## config.mk

```make
export PLATFORM = sky130hd
export DESIGN_NAME = bbcore_ctrl_flat
export DESIGN_NICKNAME = d
export VERILOG_FILES = /design/src/rtl/bbcore_ctrl_pkg.sv /design/src/rtl/bbcore_ctrl_if.sv /design/src/rtl/bbcore_step_gen.sv /design/src/rtl/bbcore_ctrl.sv /design/src/flat_wrapper.sv
export SDC_FILE = /design/constraint.sdc
export NUM_CORES = 1
export LEC_CHECK = 0
export CORE_ASPECT_RATIO = 0.8
export CORE_MARGIN = 2
export CORE_UTILIZATION = 46
export CTS_CLUSTER_SIZE = 24
export DETAILED_ROUTE_END_ITERATION = 16
export HOLD_SLACK_MARGIN = 0.05
export PLACE_DENSITY = 0.77
export SLEW_MARGIN = 5
export SYNTH_ARGS = -nofsm -noshare
export SYNTH_HDL_FRONTEND = slang
export SYNTH_HIERARCHICAL = 1
export SYNTH_SLANG_ARGS = --single-unit
```

## constraint.sdc

```tcl
create_clock -name CLK -period 2.7 [get_ports CLK]
set_input_delay 0.27 -clock CLK [delete_from_list [all_inputs] [get_ports CLK]]
set_output_delay 0.27 -clock CLK [all_outputs]
set_load 0.03 [all_outputs]
```

## src/rtl/bbcore_ctrl_pkg.sv

```systemverilog
// Shared constants for the BitBlade job sequencer: state encoding,
// precision codes and the default psum geometry.
package bbcore_ctrl_pkg;

    localparam int BITS_PSUM   = 16;
    localparam int PE_ARRAY    = 4;
    localparam int PSUM_W_DEF  = BITS_PSUM * PE_ARRAY;
    localparam int TIMEOUT_DEF = 1024;

    // Precision codes understood by the core's i_Precision / w_Precision
    localparam logic [1:0] PREC_2B = 2'b00;
    localparam logic [1:0] PREC_4B = 2'b01;
    localparam logic [1:0] PREC_8B = 2'b10;

    localparam logic [2:0] ST_IDLE  = 3'd0;
    localparam logic [2:0] ST_RUN   = 3'd1;
    localparam logic [2:0] ST_DRAIN = 3'd2;
    localparam logic [2:0] ST_FLUSH = 3'd3;
    localparam logic [2:0] ST_WAIT  = 3'd4;
    localparam logic [2:0] ST_OUT   = 3'd5;

endpackage

```

## src/rtl/bbcore_ctrl_if.sv

```systemverilog
// Job descriptor and result channels between the tile scheduler / writeback
// (master side) and the sequencer (slave side).
interface bbcore_ctrl_if
    import bbcore_ctrl_pkg::*;
#(
    parameter int ADDR_W = 10,
    parameter int LEN_W  = 10,
    parameter int PSUM_W = PSUM_W_DEF
);
    logic              job_vld;
    logic              job_rdy;
    logic [LEN_W-1:0]  job_len;
    logic [ADDR_W-1:0] job_act_base;
    logic [ADDR_W-1:0] job_wgt_base;
    logic [1:0]        job_i_prec;
    logic [1:0]        job_w_prec;
    logic              job_use_bias;

    logic              res_vld;
    logic              res_rdy;
    logic [PSUM_W-1:0] res_psum;
    logic              res_err;

    modport master (
        output job_vld, job_len, job_act_base, job_wgt_base,
               job_i_prec, job_w_prec, job_use_bias, res_rdy,
        input  job_rdy, res_vld, res_psum, res_err
    );

    modport slave (
        input  job_vld, job_len, job_act_base, job_wgt_base,
               job_i_prec, job_w_prec, job_use_bias, res_rdy,
        output job_rdy, res_vld, res_psum, res_err
    );

endinterface

```

## src/rtl/bbcore_step_gen.sv

```systemverilog
// Step counter and buffer address generator; core_vld/sel_bias trail the
// read strobe by one cycle to cover the fixed buffer read latency.
module bbcore_step_gen
    import bbcore_ctrl_pkg::*;
#(
    parameter int ADDR_W = 10,
    parameter int LEN_W  = 10
) (
    input  logic              clk,
    input  logic              rst_n,
    input  logic              start,
    input  logic [LEN_W-1:0]  len,
    input  logic [ADDR_W-1:0] act_base,
    input  logic [ADDR_W-1:0] wgt_base,
    input  logic              use_bias,
    output logic              act_rd_en,
    output logic [ADDR_W-1:0] act_rd_addr,
    output logic              wgt_rd_en,
    output logic [ADDR_W-1:0] wgt_rd_addr,
    output logic              core_vld,
    output logic              core_sel_bias,
    output logic              last_step
);

    logic             rd_en;
    logic [LEN_W-1:0] step;
    logic             bias_pend;

    assign act_rd_en = rd_en;
    assign wgt_rd_en = rd_en;
    assign last_step = rd_en && (step == len - LEN_W'(1));

    always_ff @(posedge clk or negedge rst_n) begin
        if (!rst_n) begin
            rd_en         <= 1'b0;
            step          <= '0;
            bias_pend     <= 1'b0;
            act_rd_addr   <= '0;
            wgt_rd_addr   <= '0;
            core_vld      <= 1'b0;
            core_sel_bias <= 1'b0;
        end else begin
            core_vld      <= rd_en;
            core_sel_bias <= rd_en & bias_pend;
            if (start) begin
                rd_en       <= 1'b1;
                step        <= '0;
                bias_pend   <= use_bias;
                act_rd_addr <= act_base;
                wgt_rd_addr <= wgt_base;
            end else if (rd_en) begin
                // Bias applies to the first read only; addresses wrap silently
                bias_pend <= 1'b0;
                if (last_step) begin
                    rd_en <= 1'b0;
                end else begin
                    step        <= step + LEN_W'(1);
                    act_rd_addr <= act_rd_addr + ADDR_W'(1);
                    wgt_rd_addr <= wgt_rd_addr + ADDR_W'(1);
                end
            end
        end
    end

endmodule

```

## src/rtl/bbcore_ctrl.sv

```systemverilog
// BitBlade job sequencer: accepts a job, streams buffer reads into the core,
// flushes, waits for o_Done (with timeout) and holds the psum for writeback.
module bbcore_ctrl
    import bbcore_ctrl_pkg::*;
#(
    parameter int ADDR_W  = 10,
    parameter int LEN_W   = 10,
    parameter int PSUM_W  = PSUM_W_DEF,
    parameter int TIMEOUT = TIMEOUT_DEF
) (
    input  logic              CLK,
    input  logic              RST,
    bbcore_ctrl_if.slave      bus,
    output logic              act_rd_en,
    output logic [ADDR_W-1:0] act_rd_addr,
    output logic              wgt_rd_en,
    output logic [ADDR_W-1:0] wgt_rd_addr,
    output logic              core_vld,
    output logic              core_sel_bias,
    output logic              core_flush,
    output logic [1:0]        core_i_prec,
    output logic [1:0]        core_w_prec,
    input  logic              core_done,
    input  logic [PSUM_W-1:0] core_psum,
    output logic              busy
);

    localparam int TW = (TIMEOUT > 1) ? $clog2(TIMEOUT) : 1;
    localparam logic [TW-1:0] TMO_LAST = TW'(TIMEOUT - 1);

    logic [2:0]        state;
    logic [2:0]        state_nx;
    logic [LEN_W-1:0]  len_r;
    logic [TW-1:0]     tmo_cnt;
    logic              res_vld;
    logic              res_err;
    logic [PSUM_W-1:0] res_psum;
    logic              accept;
    logic              start;
    logic              last_step;

    assign accept      = (state == ST_IDLE) && bus.job_vld;
    assign start       = accept && (bus.job_len != '0);
    assign bus.job_rdy = (state == ST_IDLE);
    assign busy        = (state != ST_IDLE);
    assign bus.res_vld  = res_vld;
    assign bus.res_err  = res_err;
    assign bus.res_psum = res_psum;

    bbcore_step_gen #(
        .ADDR_W (ADDR_W),
        .LEN_W  (LEN_W)
    ) u_step (
        .clk           (CLK),
        .rst_n         (RST),
        .start         (start),
        .len           (len_r),
        .act_base      (bus.job_act_base),
        .wgt_base      (bus.job_wgt_base),
        .use_bias      (bus.job_use_bias),
        .act_rd_en     (act_rd_en),
        .act_rd_addr   (act_rd_addr),
        .wgt_rd_en     (wgt_rd_en),
        .wgt_rd_addr   (wgt_rd_addr),
        .core_vld      (core_vld),
        .core_sel_bias (core_sel_bias),
        .last_step     (last_step)
    );

    always_comb begin
        state_nx = state;
        case (state)
            ST_IDLE:  if (bus.job_vld) state_nx = (bus.job_len == '0) ? ST_OUT : ST_RUN;
            ST_RUN:   if (last_step) state_nx = ST_DRAIN;
            ST_DRAIN: state_nx = ST_FLUSH;
            ST_FLUSH: state_nx = ST_WAIT;
            ST_WAIT:  if (core_done || tmo_cnt == TMO_LAST) state_nx = ST_OUT;
            ST_OUT:   if (bus.res_rdy) state_nx = ST_IDLE;
            default:  state_nx = ST_IDLE;
        endcase
    end

    // Flush and result-valid are registered from the next state so they
    // line up exactly with the FLUSH and OUT cycles.
    always_ff @(posedge CLK or negedge RST) begin
        if (!RST) begin
            state       <= ST_IDLE;
            len_r       <= '0;
            core_i_prec <= PREC_2B;
            core_w_prec <= PREC_2B;
            tmo_cnt     <= '0;
            core_flush  <= 1'b0;
            res_vld     <= 1'b0;
            res_err     <= 1'b0;
            res_psum    <= '0;
        end else begin
            state      <= state_nx;
            core_flush <= (state_nx == ST_FLUSH);
            res_vld    <= (state_nx == ST_OUT);

            if (accept) begin
                len_r       <= bus.job_len;
                core_i_prec <= bus.job_i_prec;
                core_w_prec <= bus.job_w_prec;
                if (bus.job_len == '0) begin
                    res_psum <= '0;
                    res_err  <= 1'b1;
                end
            end

            if (state == ST_FLUSH) begin
                tmo_cnt <= '0;
            end else if (state == ST_WAIT) begin
                tmo_cnt <= tmo_cnt + TW'(1);
            end

            // A done arriving on the last allowed cycle still wins over timeout
            if (state == ST_WAIT) begin
                if (core_done) begin
                    res_psum <= core_psum;
                    res_err  <= 1'b0;
                end else if (tmo_cnt == TMO_LAST) begin
                    res_psum <= '0;
                    res_err  <= 1'b1;
                end
            end
        end
    end

endmodule

```

## src/flat_wrapper.sv

```systemverilog
// flat-port wrapper written by rule: the top's interface ports become plain ports
module bbcore_ctrl_flat import bbcore_ctrl_pkg::*;
#(
    parameter int ADDR_W  = 10,
    parameter int LEN_W   = 10,
    parameter int PSUM_W  = PSUM_W_DEF,
    parameter int TIMEOUT = TIMEOUT_DEF
)
  (CLK, RST, act_rd_en, act_rd_addr, wgt_rd_en, wgt_rd_addr, core_vld, core_sel_bias, core_flush, core_i_prec, core_w_prec, core_done, core_psum, busy, bus_job_vld, bus_job_len, bus_job_act_base, bus_job_wgt_base, bus_job_i_prec, bus_job_w_prec, bus_job_use_bias, bus_res_rdy, bus_job_rdy, bus_res_vld, bus_res_psum, bus_res_err);
  bbcore_ctrl_if #(.ADDR_W(ADDR_W), .LEN_W(LEN_W), .PSUM_W(PSUM_W)) bus_i ();
  input  logic CLK;
  input  logic RST;
  output logic act_rd_en;
  output logic [ADDR_W-1:0] act_rd_addr;
  output logic wgt_rd_en;
  output logic [ADDR_W-1:0] wgt_rd_addr;
  output logic core_vld;
  output logic core_sel_bias;
  output logic core_flush;
  output logic [1:0] core_i_prec;
  output logic [1:0] core_w_prec;
  input  logic core_done;
  input  logic [PSUM_W-1:0] core_psum;
  output logic busy;
  input wire logic [$bits(bus_i.job_vld)-1:0] bus_job_vld;
  input wire logic [$bits(bus_i.job_len)-1:0] bus_job_len;
  input wire logic [$bits(bus_i.job_act_base)-1:0] bus_job_act_base;
  input wire logic [$bits(bus_i.job_wgt_base)-1:0] bus_job_wgt_base;
  input wire logic [$bits(bus_i.job_i_prec)-1:0] bus_job_i_prec;
  input wire logic [$bits(bus_i.job_w_prec)-1:0] bus_job_w_prec;
  input wire logic [$bits(bus_i.job_use_bias)-1:0] bus_job_use_bias;
  input wire logic [$bits(bus_i.res_rdy)-1:0] bus_res_rdy;
  output wire logic [$bits(bus_i.job_rdy)-1:0] bus_job_rdy;
  output wire logic [$bits(bus_i.res_vld)-1:0] bus_res_vld;
  output wire logic [$bits(bus_i.res_psum)-1:0] bus_res_psum;
  output wire logic [$bits(bus_i.res_err)-1:0] bus_res_err;
  assign bus_i.job_vld = bus_job_vld;
  assign bus_i.job_len = bus_job_len;
  assign bus_i.job_act_base = bus_job_act_base;
  assign bus_i.job_wgt_base = bus_job_wgt_base;
  assign bus_i.job_i_prec = bus_job_i_prec;
  assign bus_i.job_w_prec = bus_job_w_prec;
  assign bus_i.job_use_bias = bus_job_use_bias;
  assign bus_i.res_rdy = bus_res_rdy;
  assign bus_job_rdy = bus_i.job_rdy;
  assign bus_res_vld = bus_i.res_vld;
  assign bus_res_psum = bus_i.res_psum;
  assign bus_res_err = bus_i.res_err;
  bbcore_ctrl #(.ADDR_W(ADDR_W), .LEN_W(LEN_W), .PSUM_W(PSUM_W), .TIMEOUT(TIMEOUT)) u_core (.CLK(CLK), .RST(RST), .bus(bus_i), .act_rd_en(act_rd_en), .act_rd_addr(act_rd_addr), .wgt_rd_en(wgt_rd_en), .wgt_rd_addr(wgt_rd_addr), .core_vld(core_vld), .core_sel_bias(core_sel_bias), .core_flush(core_flush), .core_i_prec(core_i_prec), .core_w_prec(core_w_prec), .core_done(core_done), .core_psum(core_psum), .busy(busy));
endmodule
```

==> impl_metrics.json <==
{
  "min_path_type": "in -> async",
  "drv_cap": 0,
  "slew-limit-headroom_pct": 61.2,
  "grt_pass1_wl_um": 26100,
  "crit_path_max_fanout": 5,
  "overflow": 0,
  "finalNonFillerCells": 902,
  "final_cell_area_um2": 8760,
  "wire_per_inst_um": 18.1,
  "viasPerCell": 5.51,
  "clkSinkCount": 128,
  "port_buffers": 200,
  "grt_start_max_net_pins": 67,
  "ir_drop_v": 0.000606,
  "drc_errors": 0,
  "seq_area_um2": 3200,
  "critPathLaunchType": "flip-flop",
  "multi_input_area_um2": 2520,
  "swShare_pct": 39.9,
  "setup_slack_ns": 0.138,
  "ys_ff_latch": 128,
  "grt_use_total_pct": 23.9,
  "pwr-share-clk_pct": 22.2,
  "dr.max_layer_used": "met4",
  "clockBufferDepth": 2,
  "drtIter0Drc": 327,
  "finalMaxSlewViolations": 0,
  "clk_pin_slew_ns": 0.06,
  "syn_to_final_growth_pct": 47.4,
  "finalCritPeriodShare_pct": 94.9,
  "routed_wirelength_um": 16300,
  "dieArea_um2": 13900,
  "nNetsFinal": 823,
  "dpl_worst_slack_ns": 0.0986,
  "fmax_mhz": 390,
  "wl_met2_um": 7800,
  "p_leak_nw": 3.81,
  "synth.distinct_cells": 63,
  "grt_pass1_vias": 5048,
  "cp_data_arrival_time_ns": 2.83,
  "die_x_um": 131,
  "n_antenna_cell": 0,
  "seqPwrFrac_pct": 32.6,
  "dp_hpwl_um": 11700,
  "vias": 4973,
  "synth_warnings": 6,
  "drive_above_1_share_pct": 12.0,
  "internal_power_w": 0.00616,
  "p_comb_share_pct": 45.2,
  "antenna_found_initial": 0,
  "drt-met1-wl_um": 7010,
  "die_h_um": 106,
  "crit_type": "reg -> reg",
  "cp.required_ns": 2.97,
  "run_status": "finished clean",
  "dp.cells": 868,
  "gp_congestion": 0.867,
  "synthArstFlopShare_pct": 100,
  "skew_ns": 0.00918,
  "setup_violations": 0,
  "rows": 37,
  "start_util_pct": 46.7,
  "syn-cell-area_um2": 5940,
  "root_buffer": "clkbuf_16",
  "ys.flop_type": "dfrtp_1",
  "hold_violations": 0,
  "clkLatencyLatePin_ns": 0.41,
  "place_area_um2": 8140,
  "power_density_nw_per_um2": 1170,
  "synth_cells": 511,
  "period_needed_ns": 2.56,
  "pin_count": 201,
  "switchingPower_w": 0.00409,
  "core_area_um2": 12700,
  "avgSynthCellArea_um2": 11.6,
  "ys_seq_area_share_pct": 53.9,
  "worstSetupEndpointType": "flip-flop",
  "fill_cells": 921,
  "first_pass_iters": 5,
  "cts_tree": "yes",
  "tightest_slew_ns": 0.582,
  "antenna_left": 0,
  "synth-edff-count": 0,
  "wl_met3_um": 1070,
  "synth_nets": 620,
  "htreeDepth": 4,
  "cts_buffers": 17
}
area by class of cell:
type                       count  area share, %
clock inverter                14           1.76
multi-input combinational    339           28.7
sequential                   128           36.6
timing repair buffer         219           25.2
inverter                       9          0.386
tap                          175           2.50
clock buffer                  18           4.90
power groups by stage:
stage	registers [W]	logic, W	clock network [W]
2_1_floorplan	0.00433	0.00166	0
3_3_place_gp	0.00331	0.00448	0
3_5_place_dp	0.00336	0.00457	0
4_1_cts	0.00334	0.00460	0.00232
5_1_grt	0.00345	0.00491	0.00240
6_report	0.00334	0.00463	0.00227
per-layer routing:
metal  global-route usage (%)  up-vias
met4                     9.88        0
met3                     4.52       33
met2                     37.6      198
met5                        0        -
li1                         -     2295
met1                     32.3     2447
cells in the mapped netlist (7+ instances only):
cell | count | area, µm²
a21oi_1 | 21 | 105
a22o_1 | 66 | 578
and2_1 | 8 | 50.1
and3_1 | 7 | 43.8
buf_2 | 11 | 55.1
buf_6 | 7 | 78.8
clkbuf_1 | 16 | 60.1
dfrtp_1 | 128 | 3200
inv_1 | 9 | 33.8
mux2_2 | 14 | 158
nand2_1 | 36 | 135
nand3_1 | 17 | 85.1
nand4_1 | 9 | 56.3
nor2_1 | 22 | 82.6
o21ai_0 | 19 | 95.1
xnor2_1 | 24 | 210
xor2_1 | 7 | 61.3
kinds of logic after synthesis:
| logic type | after synthesis | synth area share [%] |
|---|---|---|
| AND/OR/NAND/NOR | 142 | 13.6 |
| AO/OA/AOI/OAI | 140 | 19.0 |
| flip-flops | 128 | 53.9 |
| buffers and inverters | 44 | 3.96 |
| XOR/XNOR | 31 | 4.57 |
| multiplexers | 21 | 3.91 |
| adder cells (fa/ha/maj) | 5 | 1.05 |
flip-flops by register name, summed over array words and instances, names as in the netlist:
name,flops
u_core/bus.res_psum,64
u_core/len_r,10
u_core/tmo_cnt,10
u_core/u_step/act_rd_addr,10
u_core/u_step/step,10
u_core/u_step/wgt_rd_addr,10
u_core/state,3
u_core/core_i_prec,2
u_core/core_w_prec,2
u_core/bus.res_err,1
u_core/bus.res_vld,1
u_core/core_flush,1
u_core/u_step/act_rd_en,1
u_core/u_step/bias_pend,1
u_core/u_step/core_sel_bias,1
u_core/u_step/core_vld,1
worst max-delay path, cell delays in order (launching register included):
cell	delay, ns
dfrtp_1	0.40
inv_1	0.07
ha_1	0.21
nor2b_2	0.19
o311a_1	0.40
nor4_2	0.46
and3_1	0.25
nor2b_1	0.13
a211oi_1	0.06
a21oi_1	0.19
a32oi_1	0.07
cells in the final DEF, fill, tap and decap left out, types with 3 or more instances in the layout:
| cell | synthesis | final |
|---|---|---|
| a31oi_1 | 3 | 3 |
| a311o_1 | 3 | 3 |
| mux2i_1 | 6 | 5 |
| buf_4 | 1 | 14 |
| clkdlybuf4s50_1 | 0 | 199 |
| nor3_1 | 5 | 5 |
| inv_1 | 9 | 9 |
| o21ai_0 | 19 | 19 |
| nand4_1 | 9 | 9 |
| nor3b_1 | 3 | 3 |
| clkinvlp_4 | 0 | 3 |
| xor2_1 | 7 | 7 |
| and3_1 | 7 | 7 |
| nor2b_1 | 5 | 4 |
| a22o_1 | 66 | 66 |
| buf_12 | 0 | 5 |
| nand3b_1 | 3 | 3 |
| and4_1 | 5 | 5 |
| nand3_1 | 17 | 17 |
| a21oi_1 | 21 | 21 |
| nand2_1 | 36 | 36 |
| and2_1 | 8 | 8 |
| ha_1 | 5 | 5 |
| dfrtp_1 | 128 | 128 |
| a211oi_1 | 6 | 6 |
| o21ai_1 | 4 | 4 |
| xnor2_1 | 24 | 24 |
| clkbuf_16 | 0 | 17 |
| inv_6 | 0 | 6 |
| mux2_2 | 14 | 14 |
| nor2_1 | 22 | 21 |
timing repair:
action	4_1_cts	5_1_grt
endpoints found under the setup margin	0	5
buffers inserted	0	1
resized for setup	0	2
hold buffers	1	0
endpoints found under the hold margin	42	0
path summary, 6_finish.rpt:
kind	from	endpoint	slack, ns	cells past startpoint
min in group CLK	bus_job_act_base[9]	u_core/u_step/act_rd_addr[9]	0.42	3
max in group asynchronous	RST	u_core/state[2]	1.45	3
hold reg to reg	u_core/bus.res_psum[12]	u_core/bus.res_psum[12]	0.50	1
hold / removal	RST	u_core/len_r[3]	0.40	2
setup / recovery	u_core/len_r[0]	u_core/bus.res_vld	0.14	10
setup reg to reg	u_core/len_r[0]	u_core/bus.res_vld	0.14	10
metrics by stage:
step / total power [W] / utilization [%] / setup TNS (ns) / hold slack (ns)
2_1_floorplan: 0.00599 / - / 0 / -0.0256
3_3_place_gp: 0.00780 / 64.0 / 0 / 0.306
3_5_place_dp: 0.00793 / 64.0 / 0 / 0.313
4_1_cts: 0.0103 / 68.6 / 0 / 0.413
5_1_grt: 0.0108 / 68.8 / -0.0196 / 0.425
6_report: 0.0102 / 68.8 / 0 / 0.402
Note: power is estimated with default switching activity, not from simulation.
==> RTL edit: new RTL, same flow settings <==
`LEN_W` is set to 10 in 4 places; all go to 12.
--- a/src/rtl/bbcore_ctrl_if.sv
+++ b/src/rtl/bbcore_ctrl_if.sv
@@ -5,5 +5,5 @@
 #(
     parameter int ADDR_W = 10,
-    parameter int LEN_W  = 10,
+    parameter int LEN_W  = 12,
     parameter int PSUM_W = PSUM_W_DEF
 );
--- a/src/rtl/bbcore_step_gen.sv
+++ b/src/rtl/bbcore_step_gen.sv
@@ -5,5 +5,5 @@
 #(
     parameter int ADDR_W = 10,
-    parameter int LEN_W  = 10
+    parameter int LEN_W  = 12
 ) (
     input  logic              clk,
--- a/src/rtl/bbcore_ctrl.sv
+++ b/src/rtl/bbcore_ctrl.sv
@@ -5,5 +5,5 @@
 #(
     parameter int ADDR_W  = 10,
-    parameter int LEN_W   = 10,
+    parameter int LEN_W   = 12,
     parameter int PSUM_W  = PSUM_W_DEF,
     parameter int TIMEOUT = TIMEOUT_DEF
--- a/src/flat_wrapper.sv
+++ b/src/flat_wrapper.sv
@@ -3,5 +3,5 @@
 #(
     parameter int ADDR_W  = 10,
-    parameter int LEN_W   = 10,
+    parameter int LEN_W   = 12,
     parameter int PSUM_W  = PSUM_W_DEF,
     parameter int TIMEOUT = TIMEOUT_DEF
Ports: changed (resized bus_job_len); port bits go from 201 to 203. No check against the original RTL was run, so the function may have changed too.
==> RTL edit against the original RTL <==
The flow now finishes with violations (setup timing). Critical path depth stayed put. Final area up 12%. Synthesized area increased by 9.1%. Sequential cell count grew 4. Wire length up 21%. Sequential share of layout area shrank 2.8 points. Count of clock-buffer cells in the layout is 4 higher. Sequential power decreased by 1%. Setup slack got worse by 0.33 ns. Power rose by 6.9%. Critical endpoint is now u_core/u_step/step[5]$_DFFE_PN0P_.
==> RTL edit: results (changes against the original RTL) <==
- Worst supply voltage drop on vdd: 0.616 mV (was 0.606 mV)
- The transition time of the tightest slew-check pin is 0.666 ns (was 0.582 ns).
- Number of nets produced by synthesis: 810 (was 620)
* Setup skew after layout: 0.00957 ns (was 0.00918 ns)
- The cell total after placement is 1,082 (was 868).
- The cell leakage power was 4.11 nW (was 3.81 nW).
- Violated checks: setup timing
* Least setup slack across all paths after layout: -0.188 ns (was 0.138 ns)
* Number of antenna violations at the first check in global routing: 1 (was 0)
* Global Route Usage Sum: 25.9% (was 23.9%)
- The first-pass GRT wire length was 30,000 µm (was 26,100 µm).
- The count of fill cells added during filler insertion was 1,002 (was 921).
- Port Buf Inserts: 202 (was 200)
* Number of unique standard cell types used by synthesis: 67 (was 63)
* Cell types with the highest counts after synthesis: 166 x nand2_1, 132 x dfrtp_1, 53 x o21ai_1 (was 128 x dfrtp_1, 66 x a22o_1, 36 x nand2_1)
- Overall routed net length: 19,800 µm (was 16,300 µm)
* Final RePlAce weighted congestion: 0.932 (was 0.867)
- Share of final-layout standard cells stronger than drive strength 1: 15.5% (was 12.0%)
- Hold Worst Slack: 0.245 ns (was 0.402 ns)
* Count of vias placed by the detailed router: 6,189 (was 4,973)
- FMAX: 346 MHz (was 390 MHz)
* Setup Total Neg Slack: -2.15 ns (was 0 ns)
- The class of the most critical hold timing path is primary input to async pin (unchanged).
- Result of the run: finished, violations left (was finished clean)
* Delay of the slowest cell on the worst path: 0.49 ns (was 0.46 ns)
* Top area cells in the synthesized netlist: dfrtp_1 51%, nand2_1 9.6%, o21ai_1 4.1% (was dfrtp_1 54%, a22o_1 9.7%, xnor2_1 3.5%)
- Critical-path top delay cell: or4b_4 (was nor4_2)
* Placement-stage cell area: 0.00891 mm² (was 0.00814 mm²)
* Pre-antenna DRT Iters: 6 (was 5)
- The gate count after technology mapping was 699 (was 511).
- The routed wire length per instance was 17.6 µm (was 18.1 µm).
- The clock input transition at the sequential cells of the worst setup and hold paths came to 0.06 ns (about the same).
* Register area share after synthesis: 50.9% (was 53.9%)
- The count of final setup violators came to 29 (was 0).
- The half-perimeter wire length of the detailed placement result was 13,600 µm (was 11,700 µm).
- Setup WS pre-CTS: -0.368 ns (was 0.0986 ns)
- The data arrival time of the worst path came to 3.19 ns (was 2.83 ns).
- The pin count of the biggest net entering global routing was 78 (was 67).
* Worst R2R End: u_core/u_step/step[5]$_DFFE_PN0P_ (was u_core/bus.res_vld$_DFF_PN0_)
- Final layout net count: 1,045 (was 823)
- The DRC marker count from the first detailed-route iteration was 477 (was 327).
- Share of flip-flops with an asynchronous set or reset after synthesis: 100% (unchanged)
- Clock buffers created by TritonCTS: 17 (unchanged)
## RTL edit: area by class of cell
class / instances / area (µm²) / area share (%)
inverters: 14 / 52.6 / 0.538
multi-input cells: 512 / 3120 / 31.9
flip-flops and latches: 132 / 3300 / 33.8
clock buffers: 22 / 474 / 4.85
clock inverters: 9 / 104 / 1.06
diodes: 1 / 2.50 / 0.0256
repair buffers: 257 / 2490 / 25.5
well taps: 180 / 225 / 2.30
## RTL edit: what timing repair did
item	CTS	global route
resized for setup	26	19
buffers inserted	11	2
setup endpoints to repair	34	34
cloned	1	0
pin swaps	12	13
endpoints found under the hold margin	90	0
hold buffers	1	0
## RTL edit: worst max-delay path: cells and delay by family (launching register included)
| family | cells | cell delay, ns |
|---|---|---|
| compound gates | 2 | 0.41 |
| fa+ha+maj | 1 | 0.13 |
| buf+inv | 2 | 0.21 |
| flops | 1 | 0.39 |
| mux | 1 | 0.28 |
| simple gates | 4 | 1.34 |
## RTL edit: logic make-up (layout without fill, tap and decap cells)
kind of cell    after synthesis  count (layout)  share of synthesized area (%)
fa+ha+maj                     5               5                          0.965
mux                          26              26                           4.36
flops                       132             132                           50.9
compound gates              153             154                           14.7
other cells                   0               1                              0
simple gates                307             307                           22.3
xor+xnor                     20              20                           2.70
buf+inv                      56             302                           4.05
## RTL edit: power by group
group          switching, mW  total [mW]  internal, mW
registers              0.626        3.30          2.67
logic                   2.98        5.39          2.41
clock network          0.843        2.26          1.42
total                   4.45        11.0          6.50
## RTL edit: routing by layer
metal  share of wire (%)  vias to the layer above  wire length, µm  GRT usage, %
met1                  43                     2994             8470          34.4
met2                  49                      235             9600          40.8
met3                 5.8                       44             1160          5.85
met5                   0                        -                0             0
li1                    -                     2916                -             -
met4                 2.8                        0              556          11.5
